==> src/rtl/cpu_pkg.sv <==
// cpu_pkg: shared register-file sizing, arbitration pointer type and writeback record
package cpu_pkg;
  localparam int BUS_WIDTH = 8;
  localparam int DATA_WIDTH = BUS_WIDTH;
  localparam int NUMBER_OF_REGISTERS = 16;
  localparam int REG_AW = $clog2(NUMBER_OF_REGISTERS);
  localparam int WB_DEPTH = 4;
  typedef enum logic {RR_ALU, RR_TENSOR} rr_t;
  typedef struct packed {
    logic [REG_AW-1:0] address;
    logic signed [DATA_WIDTH-1:0] data;
  } wb_entry_t;
endpackage

==> src/rtl/cpu_wb_fifo.sv <==
// cpu_wb_fifo: in-order writeback entry storage with per-entry lookup match vectors (index 0 = oldest)
module cpu_wb_fifo #(
  parameter int AW = cpu_pkg::REG_AW,
  parameter int DW = cpu_pkg::DATA_WIDTH,
  parameter int DEPTH = cpu_pkg::WB_DEPTH,
  localparam int PW = $clog2(DEPTH)
) (
  input  logic clk,
  input  logic rst_n,
  input  logic flush,
  input  logic push,
  input  logic [AW-1:0] push_address,
  input  logic [DW-1:0] push_data,
  input  logic pop,
  input  logic [AW-1:0] lookup1,
  input  logic [AW-1:0] lookup2,
  output logic [AW-1:0] head_address,
  output logic [DW-1:0] head_data,
  output logic [PW:0] count,
  output logic [DEPTH-1:0] match1,
  output logic [DEPTH-1:0] match2,
  output logic [DEPTH-1:0][DW-1:0] age_data
);
  logic [DEPTH-1:0][AW-1:0] addr_q, addr_d;
  logic [DEPTH-1:0][DW-1:0] data_q, data_d;
  logic [PW-1:0] rd_q, rd_d, wr_q, wr_d;
  logic [PW:0] count_q, count_d;
  always_comb begin
    addr_d = addr_q;
    data_d = data_q;
    if (push && !flush) begin
      addr_d[wr_q] = push_address;
      data_d[wr_q] = push_data;
    end
    rd_d = flush ? '0 : rd_q + PW'(pop);
    wr_d = flush ? '0 : wr_q + PW'(push);
    count_d = flush ? '0 : count_q + (PW+1)'(push) - (PW+1)'(pop);
  end
  always_ff @(posedge clk or negedge rst_n)
    if (!rst_n) begin
      addr_q <= '0;
      data_q <= '0;
      rd_q <= '0;
      wr_q <= '0;
      count_q <= '0;
    end else begin
      addr_q <= addr_d;
      data_q <= data_d;
      rd_q <= rd_d;
      wr_q <= wr_d;
      count_q <= count_d;
    end
  always_comb begin
    match1 = '0;
    match2 = '0;
    age_data = '0;
    for (int i = 0; i < DEPTH; i++) begin
      age_data[i] = data_q[PW'(rd_q + PW'(i))];
      match1[i] = ((PW+1)'(i) < count_q) && addr_q[PW'(rd_q + PW'(i))] == lookup1;
      match2[i] = ((PW+1)'(i) < count_q) && addr_q[PW'(rd_q + PW'(i))] == lookup2;
    end
  end
  assign head_address = addr_q[rd_q];
  assign head_data = data_q[rd_q];
  assign count = count_q;
endmodule

==> src/rtl/cpu_writeback_queue.sv <==
// cpu_writeback_queue: arbitrates ALU/tensor results into an in-order queue feeding the
// register-file write port, and forwards pending values to the operand-read stage.
module cpu_writeback_queue #(
  parameter int NUMBER_OF_REGISTERS = cpu_pkg::NUMBER_OF_REGISTERS,
  parameter int DEPTH = cpu_pkg::WB_DEPTH,
  parameter int DATA_WIDTH = cpu_pkg::DATA_WIDTH,
  localparam int AW = $clog2(NUMBER_OF_REGISTERS),
  localparam int CW = $clog2(DEPTH) + 1
) (
  input  logic clock_in,
  input  logic reset_n_in,
  input  logic alu_valid_in,
  output logic alu_ready_out,
  input  logic [AW-1:0] alu_address_in,
  input  logic [DATA_WIDTH-1:0] alu_data_in,
  input  logic tensor_valid_in,
  output logic tensor_ready_out,
  input  logic [AW-1:0] tensor_address_in,
  input  logic [DATA_WIDTH-1:0] tensor_data_in,
  input  logic commit_enable_in,
  input  logic flush_in,
  output logic write_enable_out,
  output logic [AW-1:0] write_address_out,
  output logic [DATA_WIDTH-1:0] write_data_out,
  input  logic [AW-1:0] lookup_address1_in,
  input  logic [AW-1:0] lookup_address2_in,
  output logic forward_hit1_out,
  output logic forward_hit2_out,
  output logic [DATA_WIDTH-1:0] forward_data1_out,
  output logic [DATA_WIDTH-1:0] forward_data2_out,
  output logic [CW-1:0] count_out
);
  import cpu_pkg::*;
  rr_t rr_q, rr_d;
  logic we_q, we_d;
  logic [AW-1:0] wa_q, wa_d, push_address, head_address;
  logic [DATA_WIDTH-1:0] wd_q, wd_d, push_data, head_data;
  logic pop, room, grant_tensor, fire, push;
  logic [CW-1:0] count;
  logic [DEPTH-1:0] match1, match2;
  logic [DEPTH-1:0][DATA_WIDTH-1:0] age_data;
  cpu_wb_fifo #(.AW(AW), .DW(DATA_WIDTH), .DEPTH(DEPTH)) u_fifo (
    .clk(clock_in),
    .rst_n(reset_n_in),
    .flush(flush_in),
    .push(push),
    .push_address(push_address),
    .push_data(push_data),
    .pop(pop),
    .lookup1(lookup_address1_in),
    .lookup2(lookup_address2_in),
    .head_address(head_address),
    .head_data(head_data),
    .count(count),
    .match1(match1),
    .match2(match2),
    .age_data(age_data)
  );
  // Writes to r0 complete the handshake but are never enqueued.
  always_comb begin
    pop = commit_enable_in && count != '0;
    room = count < CW'(DEPTH) || pop;
    grant_tensor = tensor_valid_in && (!alu_valid_in || rr_q == RR_TENSOR);
    alu_ready_out = reset_n_in && alu_valid_in && !grant_tensor && room;
    tensor_ready_out = reset_n_in && grant_tensor && room;
    fire = alu_ready_out || tensor_ready_out;
    push_address = tensor_ready_out ? tensor_address_in : alu_address_in;
    push_data = tensor_ready_out ? tensor_data_in : alu_data_in;
    push = fire && push_address != '0;
    rr_d = fire ? rr_t'(~rr_q) : rr_q;
    we_d = pop && !flush_in;
    wa_d = we_d ? head_address : wa_q;
    wd_d = we_d ? head_data : wd_q;
  end
  always_ff @(posedge clock_in or negedge reset_n_in)
    if (!reset_n_in) begin
      rr_q <= RR_ALU;
      we_q <= 1'b0;
      wa_q <= '0;
      wd_q <= '0;
    end else begin
      rr_q <= rr_d;
      we_q <= we_d;
      wa_q <= wa_d;
      wd_q <= wd_d;
    end
  // Output stage is the oldest candidate; later (younger) queue matches override it.
  function automatic logic [DATA_WIDTH:0] forward(input logic [AW-1:0] lookup, input logic [DEPTH-1:0] match);
    logic [DATA_WIDTH:0] r;
    r = (we_q && wa_q == lookup) ? {1'b1, wd_q} : '0;
    for (int i = 0; i < DEPTH; i++)
      if (match[i]) r = {1'b1, age_data[i]};
    return lookup == '0 ? '0 : r;
  endfunction
  always_comb begin
    {forward_hit1_out, forward_data1_out} = forward(lookup_address1_in, match1);
    {forward_hit2_out, forward_data2_out} = forward(lookup_address2_in, match2);
  end
  assign write_enable_out = we_q;
  assign write_address_out = wa_q;
  assign write_data_out = wd_q;
  assign count_out = count;
endmodule

==> config.mk <==
export PLATFORM = sky130hd
export DESIGN_NAME = cpu_writeback_queue
export DESIGN_NICKNAME = d
export VERILOG_FILES = /design/src/rtl/cpu_pkg.sv /design/src/rtl/cpu_wb_fifo.sv /design/src/rtl/cpu_writeback_queue.sv
export SDC_FILE = /design/constraint.sdc
export NUM_CORES = 1
export LEC_CHECK = 0
export BUFFER_PORTS_ARGS = -buffer_cell sky130_fd_sc_hd__buf_2
export CORE_ASPECT_RATIO = 0.7
export CORE_UTILIZATION = 53
export CTS_CLUSTER_SIZE = 10
export DETAILED_ROUTE_END_ITERATION = 10
export PLACE_DENSITY_LB_ADDON = 0.12
export SYNTH_ARGS = -nofsm -noshare
export SYNTH_HDL_FRONTEND = slang
export SYNTH_SLANG_ARGS = --single-unit
==> constraint.sdc <==
create_clock -name clock_in -period 2.34 [get_ports clock_in]
set_input_delay 0 -clock clock_in [delete_from_list [all_inputs] [get_ports clock_in]]
set_output_delay 0 -clock clock_in [all_outputs]
set_load 0.02 [all_outputs]
## After elaboration in Yosys (flattened, before gate mapping)

Index checks and enable logic that the tools add are counted.
Widths: inputs -> output; s select.

| operators by class | value |
|---|---|
| add/subtract/negate cells | 7 |
| multiply operators | 0 |
| div/mod/pow operators | 0 |
| $lt $le $gt $ge | 11 |
| equal/unequal tests | 10 |
| shifts and indexed selects | 0 |
| mux-type cells | 39 |
| bitwise logic cells | 1 |
| reduce and logical (&&, ||, !) cells | 31 |

Operators by type and width:

| cell | count |
|---|---|
| $mux 9 | 12 |
| $bmux 8 s2 | 4 |
| $mux 8 | 6 |
| $eq 4x4->1 | 10 |
| $bmux 4 s2 | 4 |
| $bwmux 32 | 1 |
| $mux 4 | 6 |
| $logic_and 1x1->1 | 21 |
| $bwmux 16 | 1 |
| $demux 8 s2 | 1 |
| $lt 2x3->1 const B | 5 |
| $demux 4 s2 | 1 |
| $logic_not 4->1 | 2 |
| $lt 1x3->1 const A | 2 |
| $lt 2x3->1 const A | 2 |
| $add 2x1->2 | 2 |
| $add 2x2->2 const B | 2 |
| $mux 2 | 2 |
| $reduce_bool 4->1 | 1 |
| $add 3x1->3 | 1 |
| $logic_not 1->1 | 3 |
| $logic_or 1x1->1 | 3 |
| $lt 3x3->1 const B | 1 |
| $mux 3 | 1 |
| other kinds (5) | 5 |

| word-level totals | value |
|---|---|
| bits in registers | 69 |
| bits in latches | 0 |
| memory bits (writable) | 0 |
| bits in read-only memories | 0 |
| input port bits | 38 |
| output and inout port bits | 36 |
| logic and storage cells | 114 |
| memories kept | 0 |

## Logic depth before layout (Yosys ltp)

| logic depth | value |
|---|---|
| depth after elaboration | 11 |
| depth in mapped cells | 10 |
| mapped depth without buffers | 9 |

## By module

A second synthesis with hierarchy kept.

| second synthesis, totals | value |
|---|---|
| cells, all modules | 454 |
| area, all modules | 5430.2 µm² |

Modules (own cells, without submodules):

| module | times used | cells an instance | area each (µm²) |
|---|---|---|---|
| cpu_wb_fifo | 1 | 254 | 3799.9 |
| cpu_writeback_queue | 1 | 200 | 1630.3 |

## Worst setup path before layout

OpenSTA, ideal clock, no wires.

| path | value |
|---|---|
| path kind | register to output |
| start point | reg u_fifo.count_q[2] (netlist: u_fifo.count[2]) |
| end point | out forward_data1_out[0] |
| arrival | 2.353 ns |
| data required time | 2.340 ns |
| slack | -0.013 ns |
| stages on the path, launching flop included | 10 |
| cell sequence | dfrtp_1 clkbuf_1 inv_2 ha_1 a21o_1 clkbuf_1 o22ai_4 or2_1 buf_4 o221a_1 |

| between the ends | value |
|---|---|
| word-level cells in the longest chain between the ends | 7 |
| elaborated cells between the ends (all ways) | 13 |
| classes of those cells | order compare (4); mux (5); reduce/logical (4) |

Ends and longest elaborated chain:

| element | line | RTL |
|---|---|---|
| from (decl) | cpu_wb_fifo.sv:27 | `logic [PW:0] count_q, count_d;` |
| from (signal assigned) | cpu_wb_fifo.sv:51 | `count_q <= count_d;` |
| $lt 1x3->1 | cpu_wb_fifo.sv:59 | `match1[i] = ((PW+1)'(i) < count_q) && addr_q[PW'(rd_q + PW'(i))] == lookup1;` |
| $logic_and 1x1->1 | cpu_wb_fifo.sv:59 |  |
| $mux 9 (3 in a row) | cpu_writeback_queue.sv:92 | `if (match[i]) r = {1'b1, age_data[i]};` |
| $mux 9 (*) | cpu_writeback_queue.sv:92 |  |
| $mux 9 (*) | cpu_writeback_queue.sv:93 | `return lookup == '0 ? '0 : r;` |
| to (decl) | cpu_writeback_queue.sv:29 | `output logic [DATA_WIDTH-1:0] forward_data1_out,` |

Mark *: on every way between the ends. The rest lies on a longest branch, timed or not.

## Worst setup path in the final report

| path | value |
|---|---|
| start point | reg u_fifo.rd_q[0] |
| end point | out forward_data2_out[7] |

| between the ends | value |
|---|---|
| word-level cells in the longest chain between the ends | 9 |
| elaborated cells between the ends (all ways) | 32 |
| classes of those cells | add/sub (3); eq/ne (4); mux (21); reduce/logical (4) |

Ends and longest elaborated chain:

| element | line | RTL |
|---|---|---|
| from (decl) | cpu_wb_fifo.sv:26 | `logic [PW-1:0] rd_q, rd_d, wr_q, wr_d;` |
| from (signal assigned) | cpu_wb_fifo.sv:49 | `rd_q <= rd_d;` |
| $add 2x1->2 or $bmux 4 s2 (tied branches) | cpu_wb_fifo.sv:58, cpu_wb_fifo.sv:60 |  |
| $bmux 4 s2 or $mux 4 (tied branches) | cpu_wb_fifo.sv:60 | `match2[i] = ((PW+1)'(i) < count_q) && addr_q[PW'(rd_q + PW'(i))] == lookup2;` |
| $mux 4 (implied by the code) or $eq 4x4->1 (tied branches) | cpu_wb_fifo.sv:60 |  |
| $eq 4x4->1 or $logic_and 1x1->1 (tied branches) | cpu_wb_fifo.sv:60 |  |
| $logic_and 1x1->1 or $mux 9 (tied branches) | cpu_wb_fifo.sv:60, cpu_writeback_queue.sv:92 |  |
| $mux 9 (2 in a row) | cpu_writeback_queue.sv:92 |  |
| $mux 9 (*) | cpu_writeback_queue.sv:92 |  |
| $mux 9 (*) | cpu_writeback_queue.sv:93 |  |
| to (decl) | cpu_writeback_queue.sv:30 | `output logic [DATA_WIDTH-1:0] forward_data2_out,` |

Mark *: on every way between the ends. The rest lies on a longest branch, timed or not. The select of a mux whose other input is x is not followed.

==> run summary <==
Max Fclk = 361 MHz
Layout Nets = 728
Clock slew at reported path FFs = 0.06 ns
CTS tree = done
Hold/Removal Path Class = primary input to asynchronous set/reset pin
Yosys warns = 0
Remaining Overflow, GRT = 0
Pin count of the biggest net entering global routing = 71
CP Class = flip-flop to output port
Final worst-path cycle share = 118%
Post-route cell area = 6720 um2
First-pass GRT wire length = 23.1 mm
Fin util = 69.1%
Ratio of cells with drive above 1 in the final layout = 30.7%
Met3 GRT Util = 4.92%
Leading area contributor after synthesis = dfrtp_1
Register area = 1730 um2
Crit-path slowest cell = mux4_2
Crit-path most repeated cell = buf_12
Total power = 9.42 mW
Worst-path cell chain = buf_12 > mux4_2 > xnor2_1 > nand3_1 > a21oi_2 > buf_12 > mux2i_2 > o221a_1 > buf_4
Post-Route WL = 14.9 mm
Final-layout fill cell count = 735
GRT met1 Usage = 44.7%
Clock H-tree levels = 3
Multi-input logic area = 3570 um2
Cell Pwr Density = 1400 nW/um2
Critical path arrival = 2.77 ns
DR vias/cell = 5.91
Netlist cell types = 54
Min Tclk post-route = 2.77 ns
Max-cap violations = 0
RSZ-0062 raised after global routing = true
R2R Setup Slk = 0.11 ns
Crit path max fanout = 9
Layout area overhead = 26.4%
Starting Density = 54.7%
Worst vdd ir = 0.531 mV
Initial antenna violation count = 0
Reg2reg start = u_fifo.count[2]
Relative slew slack = 41.4%
Chip height = 85.8 um
Clk Latency, worst-skew pair = 0.34 ns
Number of max-slew violations in the final report = 0
Post-Syn Area = 5320 um2
Site Rows = 30
Clk sinks = 69
Hold-fix buffers, CTS = 0
Crit end category = output port
Core area = 9720 um2
Final setup vio count = 18
CTS buffer count = 9
Async set or reset register ratio after synthesis = 100%
Wire per inst = 18.3 um
Setup TNS = -6.42 ns
Placed cell area = 5970 um2
1st-iter DRT viols = 422
Final hold slack = -0.0242 ns
Most common cell after layout, fill and taps aside = nand2_1
RePlAce Congestion = 0.940
Met2 Resource Use GR = 41.6%
Reg2Reg Depth = 9
Most Crowded Layer GR = met1
R2R Path End = u_fifo.count[2]
Startpoint Class = flip-flop
CP peak stage delay = 0.56 ns
Critical Path RT = 2.34 ns
Detailed placement HPWL = 10.6 mm
Die W = 122 um
Detail Route Antenna Nets = 0
Die ar. = 10400 um2
I/O pin cnt = 74
Synth top area share = 32.5%
Vias post-DR = 4823
Failing checks = hold timing, setup timing
Final WS setup = -0.432 ns
Most frequent cells in the layout = nand2_1 (82), dfrtp_1 (67), a21oi_1 (58)
Synth top area cells = dfrtp_1 (32%), mux2i_1 (9.2%), mux4_2 (5.9%), nand2_1 (5.9%), xnor2_1 (5.8%)
Register area share after synthesis = 32.5%
Max Root-Sink Buffers = 2
Post-Syn Instances = 600
EDFF count, synth = 0
Leakage power = 2.91 nW
Clk_skew = 0.00782 ns
PortBufs = 73
Syn_nets = 645
TritonRoute pass-1 iters = 5
Synth Flop Type = dfrtp_1
Clk root buf = clkbuf_16
Status = finished, violations left
Final Hold Vio Count = 20
GRT Util Overall = 29.1%
N_diodes = 0
Worst Max-Slew Pin Slew = 0.879 ns
Number of global-route vias before repair = 4478
Syn Area/Cell = 8.86 um2
Yosys reg bits = 69
Drc violations = 0
## final cells by class
class                   instances  area share, %
inverters                      11          0.615
multi-input cells             475           53.1
repair buffers                117           13.6
well taps                     128           2.38
clock inverters                 7           1.19
clock buffers                   9           3.35
flip-flops and latches         69           25.7
## per-layer routing
layer,up-vias,share of wire (%)
li1,2284,-
met1,2305,50
met2,208,42
met3,26,6.4
met4,0,1.5
met5,-,0
## where the power goes
part / total, mW / internal (mW) / switching, mW
Combinational: 5.73 / 2.65 / 3.08
Clock: 1.42 / 0.840 / 0.577
Sequential: 2.27 / 1.69 / 0.575
Total: 9.42 / 5.19 / 4.23
## registers in the layout (all words and copies together), names as in the netlist
signal / flops
u_fifo.wr_q: 2
write_data_out: 8
write_enable_out: 1
u_fifo.addr_q: 16
write_address_out: 4
u_fifo.count: 3
u_fifo.rd_q: 2
u_fifo.data_q: 32
rr_q: 1
## cells in the mapped netlist (all sizes together) (2+ instances only)
cell / count
a21oi: 62
and2: 7
buf: 18
clkbuf: 28
dfrtp: 69
ha: 6
inv: 11
mux2: 19
mux2i: 49
mux4: 14
nand2: 84
nand2b: 3
nand3: 13
nand4: 5
nor2: 47
nor2b: 3
nor3: 5
nor4: 4
nor4b: 2
o211a: 7
o21ai: 61
o21ba: 2
o221a: 9
o22ai: 2
or2: 10
or4: 3
xnor2: 35
xor2: 13
## kinds of logic (layout without fill, tap and decap cells)
| family | count (synthesis) | in the layout | synth area share (%) |
|---|---|---|---|
| multiplexers | 82 | 82 | 19.2 |
| AO/OA/AOI/OAI | 149 | 150 | 16.8 |
| adder cells (fa/ha/maj) | 7 | 7 | 1.79 |
| buffers and inverters | 57 | 144 | 5.18 |
| XOR/XNOR | 48 | 48 | 7.91 |
| AND/OR/NAND/NOR | 188 | 188 | 16.6 |
| flip-flops | 69 | 69 | 32.5 |
## worst max path at each step
| stage | from | to | cells after the start |
|---|---|---|---|
| after CTS | u_fifo.rd_q[0] | forward_data2_out[7] | 9 |
| after global routing | u_fifo.rd_q[0] | forward_data2_out[7] | 10 |
| after global placement | u_fifo.rd_q[0] | forward_data1_out[7] | 8 |
| after floorplan | u_fifo.rd_q[0] | forward_data1_out[0] | 9 |
| final | u_fifo.rd_q[0] | forward_data2_out[7] | 9 |
| after detailed placement | u_fifo.rd_q[1] | forward_data1_out[2] | 8 |
## critical path: cells and delay by family (launching register included)
kind                   cells  cell delay, ns
AO/OA/AOI/OAI              2            0.44
multiplexers               2            0.79
AND/OR/NAND/NOR            1            0.11
buffers and inverters      3            0.46
flip-flops                 1            0.45
XOR/XNOR                   1            0.16
## per-stage QoR
stage / cells / setup slack, ns
after floorplan: 600 / 0.0303
after global placement: 792 / 0.0245
after detailed placement: 792 / -0.119
after CTS: 814 / -0.345
after global routing: 816 / -0.519
final: 816 / -0.432
## what timing repair did
item,CTS,global route
cloned,3,1
setup endpoints to repair,18,18
pin swaps,6,8
buffers inserted,3,1
endpoints found under the hold margin,0,0
resized for setup,60,24
Note: power is estimated with default switching activity, not from simulation.
